`src/rtl/audio_pkg.sv`:
```
// audio_pkg: shared widths, sequencer states and the stereo frame type for the I2S feeder.
package audio_pkg;
  localparam int SAMPLE_W = 16;
  localparam int BITS_PER_WORD = 16;
  localparam int EDGE_W = $clog2(BITS_PER_WORD);
  typedef enum logic [1:0] {FLUSH, IDLE, RUN, STOP} seq_state_t;
  typedef struct packed {
    logic [SAMPLE_W-1:0] left;
    logic [SAMPLE_W-1:0] right;
  } stereo_frame_t;
  function automatic logic [7:0] satInc(input logic [7:0] v);
    return (v == 8'hFF) ? v : v + 8'd1;
  endfunction
endpackage

```
`src/rtl/i2s_frame_sequencer_if.sv`:
```
// i2s_frame_sequencer_if: mixer-side frame handshake plus the word/clock outputs toward the transmitter.
interface i2s_frame_sequencer_if;
  import audio_pkg::*;
  logic enable;
  logic [SAMPLE_W-1:0] sampleLeft;
  logic [SAMPLE_W-1:0] sampleRight;
  logic sampleValid;
  logic sampleReady;
  logic bitclk;
  logic lrclk;
  logic [SAMPLE_W-1:0] sampleOut;
  logic underrun;
  logic [7:0] underrunCount;
  logic busy;
  modport master (
    output enable, sampleLeft, sampleRight, sampleValid,
    input sampleReady, bitclk, lrclk, sampleOut, underrun, underrunCount, busy
  );
  modport slave (
    input enable, sampleLeft, sampleRight, sampleValid,
    output sampleReady, bitclk, lrclk, sampleOut, underrun, underrunCount, busy
  );
endinterface

```
`src/rtl/sample_fifo.sv`:
```
// sample_fifo: synchronous show-ahead FIFO of stereo frames; pointers carry a wrap bit for full/empty.
module sample_fifo
  import audio_pkg::*;
#(
  parameter int DEPTH = 4
) (
  input logic clk,
  input logic reset,
  input logic push,
  input stereo_frame_t din,
  input logic pop,
  output stereo_frame_t dout,
  output logic full,
  output logic empty
);
  localparam int AW = $clog2(DEPTH);
  stereo_frame_t mem [DEPTH];
  logic [AW:0] wrPtr, rdPtr;
  logic doPush, doPop;
  assign full = wrPtr == {~rdPtr[AW], rdPtr[AW-1:0]};
  assign empty = wrPtr == rdPtr;
  assign doPush = push && !full;
  assign doPop = pop && !empty;
  assign dout = mem[rdPtr[AW-1:0]];
  always_ff @(posedge clk)
    if (doPush) mem[wrPtr[AW-1:0]] <= din;
  always_ff @(posedge clk or posedge reset) begin
    if (reset) begin
      wrPtr <= '0;
      rdPtr <= '0;
    end else begin
      if (doPush) wrPtr <= wrPtr + 1'b1;
      if (doPop) rdPtr <= rdPtr + 1'b1;
    end
  end
endmodule

```
`src/rtl/i2s_frame_sequencer.sv`:
```
// i2s_frame_sequencer: buffers stereo frames and paces bitclk, lrclk and 16-bit words for an I2S serialiser.
module i2s_frame_sequencer
  import audio_pkg::*;
#(
  parameter int HALF_PERIOD = 8,
  parameter int DEPTH = 4
) (
  input logic clk,
  input logic reset,
  i2s_frame_sequencer_if.slave bus
);
  localparam int DIV_W = (HALF_PERIOD > 1) ? $clog2(HALF_PERIOD) : 1;
  localparam logic [DIV_W-1:0] DIV_LAST = DIV_W'(HALF_PERIOD - 1);
  seq_state_t state, stateNext;
  logic [DIV_W-1:0] divCnt;
  logic [EDGE_W-1:0] edgeCount;
  logic [SAMPLE_W-1:0] sampleOut, rightWord;
  logic [7:0] underrunCount;
  logic bitclk, lrclk, underrun, live;
  stereo_frame_t head, frame;
  logic full, empty;
  logic flushDone, clkRun, toggle, loadFall, startLoad, load, starve;
  sample_fifo #(.DEPTH(DEPTH)) fifo (
    .clk(clk),
    .reset(reset),
    .push(bus.sampleValid),
    .din('{left: bus.sampleLeft, right: bus.sampleRight}),
    .pop(load && lrclk),
    .dout(head),
    .full(full),
    .empty(empty)
  );
  assign flushDone = edgeCount == '0 && !bitclk;
  assign clkRun = state == RUN || state == STOP || (state == FLUSH && !flushDone);
  // live gates the divider so edgeCount, which has no reset, never counts while reset holds bitclk low.
  assign toggle = live && clkRun && divCnt == DIV_LAST;
  assign loadFall = toggle && bitclk && edgeCount == '0 && (state == RUN || state == STOP);
  assign startLoad = state == IDLE && bus.enable && !empty;
  assign load = startLoad || (loadFall && !(state == STOP && lrclk && !bus.enable));
  assign starve = load && lrclk && empty;
  assign frame = empty ? '0 : head;
  always_comb begin
    stateNext = state;
    unique case (state)
      FLUSH: stateNext = flushDone ? IDLE : FLUSH;
      IDLE: stateNext = startLoad ? RUN : IDLE;
      RUN: stateNext = bus.enable ? RUN : STOP;
      STOP: stateNext = bus.enable ? RUN : (loadFall && lrclk) ? IDLE : STOP;
      default: stateNext = FLUSH;
    endcase
  end
  always_ff @(posedge clk or posedge reset)
    if (reset) state <= FLUSH;
    else state <= stateNext;
  always_ff @(posedge clk)
    if (toggle && !bitclk) edgeCount <= edgeCount + 1'b1;
  always_ff @(posedge clk or posedge reset) begin
    if (reset) begin
      live <= 1'b0;
      divCnt <= '0;
      bitclk <= 1'b0;
      lrclk <= 1'b1;
      sampleOut <= '0;
      rightWord <= '0;
      underrun <= 1'b0;
      underrunCount <= '0;
    end else begin
      live <= 1'b1;
      divCnt <= (!clkRun || toggle) ? '0 : divCnt + 1'b1;
      bitclk <= clkRun && (bitclk ^ toggle);
      underrun <= starve;
      if (starve) underrunCount <= satInc(underrunCount);
      if (state == FLUSH) sampleOut <= '0;
      else if (load) begin
        sampleOut <= lrclk ? frame.left : rightWord;
        if (lrclk) rightWord <= frame.right;
        lrclk <= !lrclk;
      end
    end
  end
  assign bus.sampleReady = !full;
  assign bus.bitclk = bitclk;
  assign bus.lrclk = lrclk;
  assign bus.sampleOut = sampleOut;
  assign bus.underrun = underrun;
  assign bus.underrunCount = underrunCount;
  assign bus.busy = state != IDLE;
endmodule
```
`src/flat_wrapper.sv`:
```
// flat-port wrapper written by rule: the top's interface ports become plain ports
module i2s_frame_sequencer_flat import audio_pkg::*;
#(
  parameter int HALF_PERIOD = 8,
  parameter int DEPTH = 4
)
  (clk, reset, bus_enable, bus_sampleLeft, bus_sampleRight, bus_sampleValid, bus_sampleReady, bus_bitclk, bus_lrclk, bus_sampleOut, bus_underrun, bus_underrunCount, bus_busy);
  i2s_frame_sequencer_if bus_i ();
  input logic clk;
  input logic reset;
  input wire logic [$bits(bus_i.enable)-1:0] bus_enable;
  input wire logic [$bits(bus_i.sampleLeft)-1:0] bus_sampleLeft;
  input wire logic [$bits(bus_i.sampleRight)-1:0] bus_sampleRight;
  input wire logic [$bits(bus_i.sampleValid)-1:0] bus_sampleValid;
  output wire logic [$bits(bus_i.sampleReady)-1:0] bus_sampleReady;
  output wire logic [$bits(bus_i.bitclk)-1:0] bus_bitclk;
  output wire logic [$bits(bus_i.lrclk)-1:0] bus_lrclk;
  output wire logic [$bits(bus_i.sampleOut)-1:0] bus_sampleOut;
  output wire logic [$bits(bus_i.underrun)-1:0] bus_underrun;
  output wire logic [$bits(bus_i.underrunCount)-1:0] bus_underrunCount;
  output wire logic [$bits(bus_i.busy)-1:0] bus_busy;
  assign bus_i.enable = bus_enable;
  assign bus_i.sampleLeft = bus_sampleLeft;
  assign bus_i.sampleRight = bus_sampleRight;
  assign bus_i.sampleValid = bus_sampleValid;
  assign bus_sampleReady = bus_i.sampleReady;
  assign bus_bitclk = bus_i.bitclk;
  assign bus_lrclk = bus_i.lrclk;
  assign bus_sampleOut = bus_i.sampleOut;
  assign bus_underrun = bus_i.underrun;
  assign bus_underrunCount = bus_i.underrunCount;
  assign bus_busy = bus_i.busy;
  i2s_frame_sequencer #(.HALF_PERIOD(HALF_PERIOD), .DEPTH(DEPTH)) u_core (.clk(clk), .reset(reset), .bus(bus_i));
endmodule
```
`config.mk`:
```
export PLATFORM = sky130hd
export DESIGN_NAME = i2s_frame_sequencer_flat
export DESIGN_NICKNAME = d
export VERILOG_FILES = /design/src/rtl/audio_pkg.sv /design/src/rtl/i2s_frame_sequencer_if.sv /design/src/rtl/sample_fifo.sv /design/src/rtl/i2s_frame_sequencer.sv /design/src/flat_wrapper.sv
export SDC_FILE = /design/constraint.sdc
export NUM_CORES = 1
export LEC_CHECK = 0
export BUFFER_PORTS_ARGS = -buffer_cell sky130_fd_sc_hd__buf_2
export CAP_MARGIN = 25
export CORE_AREA = 2 2 175 177
export CTS_CLUSTER_SIZE = 25
export DETAILED_ROUTE_END_ITERATION = 7
export DIE_AREA = 0 0 177 179
export GPL_ROUTABILITY_DRIVEN = 1
export PLACE_DENSITY = 0.36
export SLEW_MARGIN = 25
export SYNTH_ARGS = -nofsm -noshare
export SYNTH_HDL_FRONTEND = slang
export SYNTH_SLANG_ARGS = --single-unit
```
`constraint.sdc`:
```
create_clock -name clk -period 7.9 [get_ports clk]
set_input_delay 0.395 -clock clk [delete_from_list [all_inputs] [get_ports clk]]
set_output_delay 0.395 -clock clk [all_outputs]
set_load 0.05 [all_outputs]
```
==> reports/results.tsv <==
metric	value	unit
met1 wire length	7460	um
Slew @ Worst Pin	0.787	ns
final worst path period need	3.00	ns
final worst path period share	38.0	%
htree depth	4	
core area	30000	um^2
DR WL/cell	17.9	um
CP most frequent cell	nor2_1	
placed cells	862	
cells after synthesis	409	
average size of a mapped cell	17.9	um^2
Initial Util	24.4	%
# IOs	65	
number of diodes	0	
commonest non-fill, non-tap cell in the layout	edfxtp_1	
Rows	64	
RSZ-0062 raised after global routing	false	
clock root buffer	clkbuf_16	
area grow syn2layout	19.0	%
commonest cells after routing, fill and taps aside	edfxtp_1, buf_2, dfrtp_1, nand2_1, mux4_2	
Final Skew	0.0142	ns
reg-to-reg setup timing slack	4.90	ns
top sig layer	met5	
worst stage delay on the critical path	0.62	ns
top cell type's share of synthesized area	54.1	%
Final Hold Viols	0	
status	completed	
filler instances	2991	
Worst-path clk slew	0.08	ns
post-CTS setup buffer count	0	
final setup vio count	0	
CP endpoint kind	flop	
Post-CTS Resized	0	
Rel. slew slack	47.5	%
CTS tree	built	
Yosys Warn Count	0	
setup TNS	0	ns
vias in the first global route	4017	
PortBufs	64	
Vias	3719	
met2 WL	7800	um
Final #Nets	533	
Clock Latency Late Sink	0.43	ns
Cell Pwr Density	283	nW/um^2
die width	177	um
Max Cap Viol	0	
Async S/R FF share, synth	29.4	%
Chip Height	179	um
GPL Wtd Cong	0.678	
drt drc	0	
final antenna-violating net count	0	
CTS Sinks	187	
initial antenna violation count	1	
crit path kind	reg -> reg	
Post-synth EDFFs	132	
TritonCTS Buffers	17	
Syn Std Cell Area	7320	um^2
worst-path cell with the longest stage delay	o21ai_0	
Critical Path AT	3.26	ns
#FFs+latches synth	187	
first-pass iteration count of the detailed router	4	
fraction of layout cells with a size suffix above 1	29.3	%
worst min path class	in -> reg	
crit path setup slack, layout	4.90	ns
Worst EP required	8.16	ns
max frequency	334	MHz
post-synth net total	457	
worst slack, placed	4.88	ns
first-pass GRT wire length	24300	um
total power	2.47	mW
synth top area cells	edfxtp_1, dfrtp_1, mux4_2, ha_1, a22o_1	
Pleak	3.21	nW
Critical Path Start Type	flop	
Worst Path Max Fanout	11	
via-per-instance ratio	4.16	
Hold Buf Count CTS	0	
crit path cell chain	inv_1 > ha_1 > nor4b_1 > nor2_1 > nor2_1 > nor2_1 > ha_1 > nand2_1 > or2_4 > a21oi_1 > o21ai_0 > o21ai_0	
post-route insts no fill	894	
number of library cell types mapped by synthesis	40	
Seq/Total Area, Yosys	72.9	%
clock buffer depth	2	
Max VDD drop	0.000138	V
Detail Route met3 WL	532	um
DRT Wirelength	16000	um
largest net degree at the start of global routing	56	
Iter 0 DRT Violations	164	
Overall Global Routing Usage	10.6	%
cell accounting for the most synthesized area	edfxtp_1	
Final Slew Violations	0	
grt ovf	0	
HPWL after DPL	9760	um
Main synth FF type	edfxtp_1	
die area	31700	um^2
==> worst paths after layout <==
| check | end | cells past startpoint | start |
|---|---|---|---|
| max | u_core.bus.sampleOut[0]$_DFFE_PP0P_ | 12 | u_core.edgeCount[0]$_DFFE_PP_ |
| min | u_core.fifo.mem[3][5]$_DFFE_PP_ | 1 | bus_sampleRight[5] |
| max reg2reg | u_core.bus.sampleOut[0]$_DFFE_PP0P_ | 12 | u_core.edgeCount[0]$_DFFE_PP_ |
| min reg2reg | u_core.divCnt[0]$_DFF_PP0_ | 1 | u_core.divCnt[0]$_DFF_PP0_ |
| max in group asynchronous | u_core.fifo.rdPtr[0]$_DFFE_PP0P_ | 3 | reset |
| min in group asynchronous | u_core.bus.sampleOut[10]$_DFFE_PP0P_ | 3 | reset |
==> metrics by stage <==
step / util [%] / hold WS [ns] / cell area, um^2
global placement: 27.0 / 0.423 / 8120
global route: 29.0 / 0.150 / 8710
CTS: 29.0 / 0.160 / 8710
detailed placement: 27.0 / 0.443 / 8120
finish: 29.0 / 0.174 / 8710
floorplan: - / 0.409 / 7320
==> Yosys cell counts, drive strengths merged (6+ instances only) <==
library cell	instances
a22o	16
and3	9
buf	9
clkbuf	7
dfrtp	54
edfxtp	132
ha	12
inv	18
mux2i	7
mux4	32
nand2	33
nor2	6
o211ai	9
o21ai	16
xnor2	11
==> kinds of logic (layout without fill, tap and decap cells) <==
kind of cell | count (synthesis) | after routing | share of synthesized area [%]
other cells | 1 | 1 | 0.0512
buf+inv | 34 | 123 | 2.14
fa+ha+maj | 12 | 12 | 2.05
xor+xnor | 15 | 15 | 1.90
compound gates | 52 | 52 | 5.16
simple gates | 67 | 67 | 4.68
flops | 187 | 187 | 72.9
mux | 41 | 41 | 11.1
==> metal layers <==
metal	GRT usage, %	vias up
li1	-	1726
met1	13.8	1921
met2	17.7	58
met3	2.76	12
met4	2.79	2
met5	0	-
==> where the power goes <==
part	switching, mW	internal (mW)	total (mW)
Sequential	0.0476	1.22	1.27
Combinational	0.238	0.118	0.356
Clock	0.410	0.429	0.839
==> state kept, by name (all words and copies together) (netlist names), 2 cells and up <==
register                  count
u_core.bus.sampleOut         16
u_core.bus.underrunCount      8
u_core.divCnt                 3
u_core.edgeCount              4
u_core.fifo.mem             128
u_core.fifo.rdPtr             3
u_core.fifo.wrPtr             3
u_core.rightWord             16
u_core.state                  2
==> critical path, delay by kind of cell, from the launching register on <==
family                   cells  cell delay, ns
AND/OR/NAND/NOR              6            1.05
AO/OA/AOI/OAI                3            0.93
adder cells (fa/ha/maj)      2            0.35
buffers and inverters        1            0.10
flip-flops                   1            0.41
==> final cells by class <==
class | instances | area (um^2) | area share [%]
repair buffers | 73 | 388 | 4.45
well taps | 396 | 495 | 5.69
clock buffers | 18 | 429 | 4.93
multi-input cells | 188 | 1830 | 21.0
clock inverters | 14 | 164 | 1.88
inverters | 18 | 67.6 | 0.775
flip-flops and latches | 187 | 5340 | 61.3
Note: power is estimated with default switching activity, not from simulation.
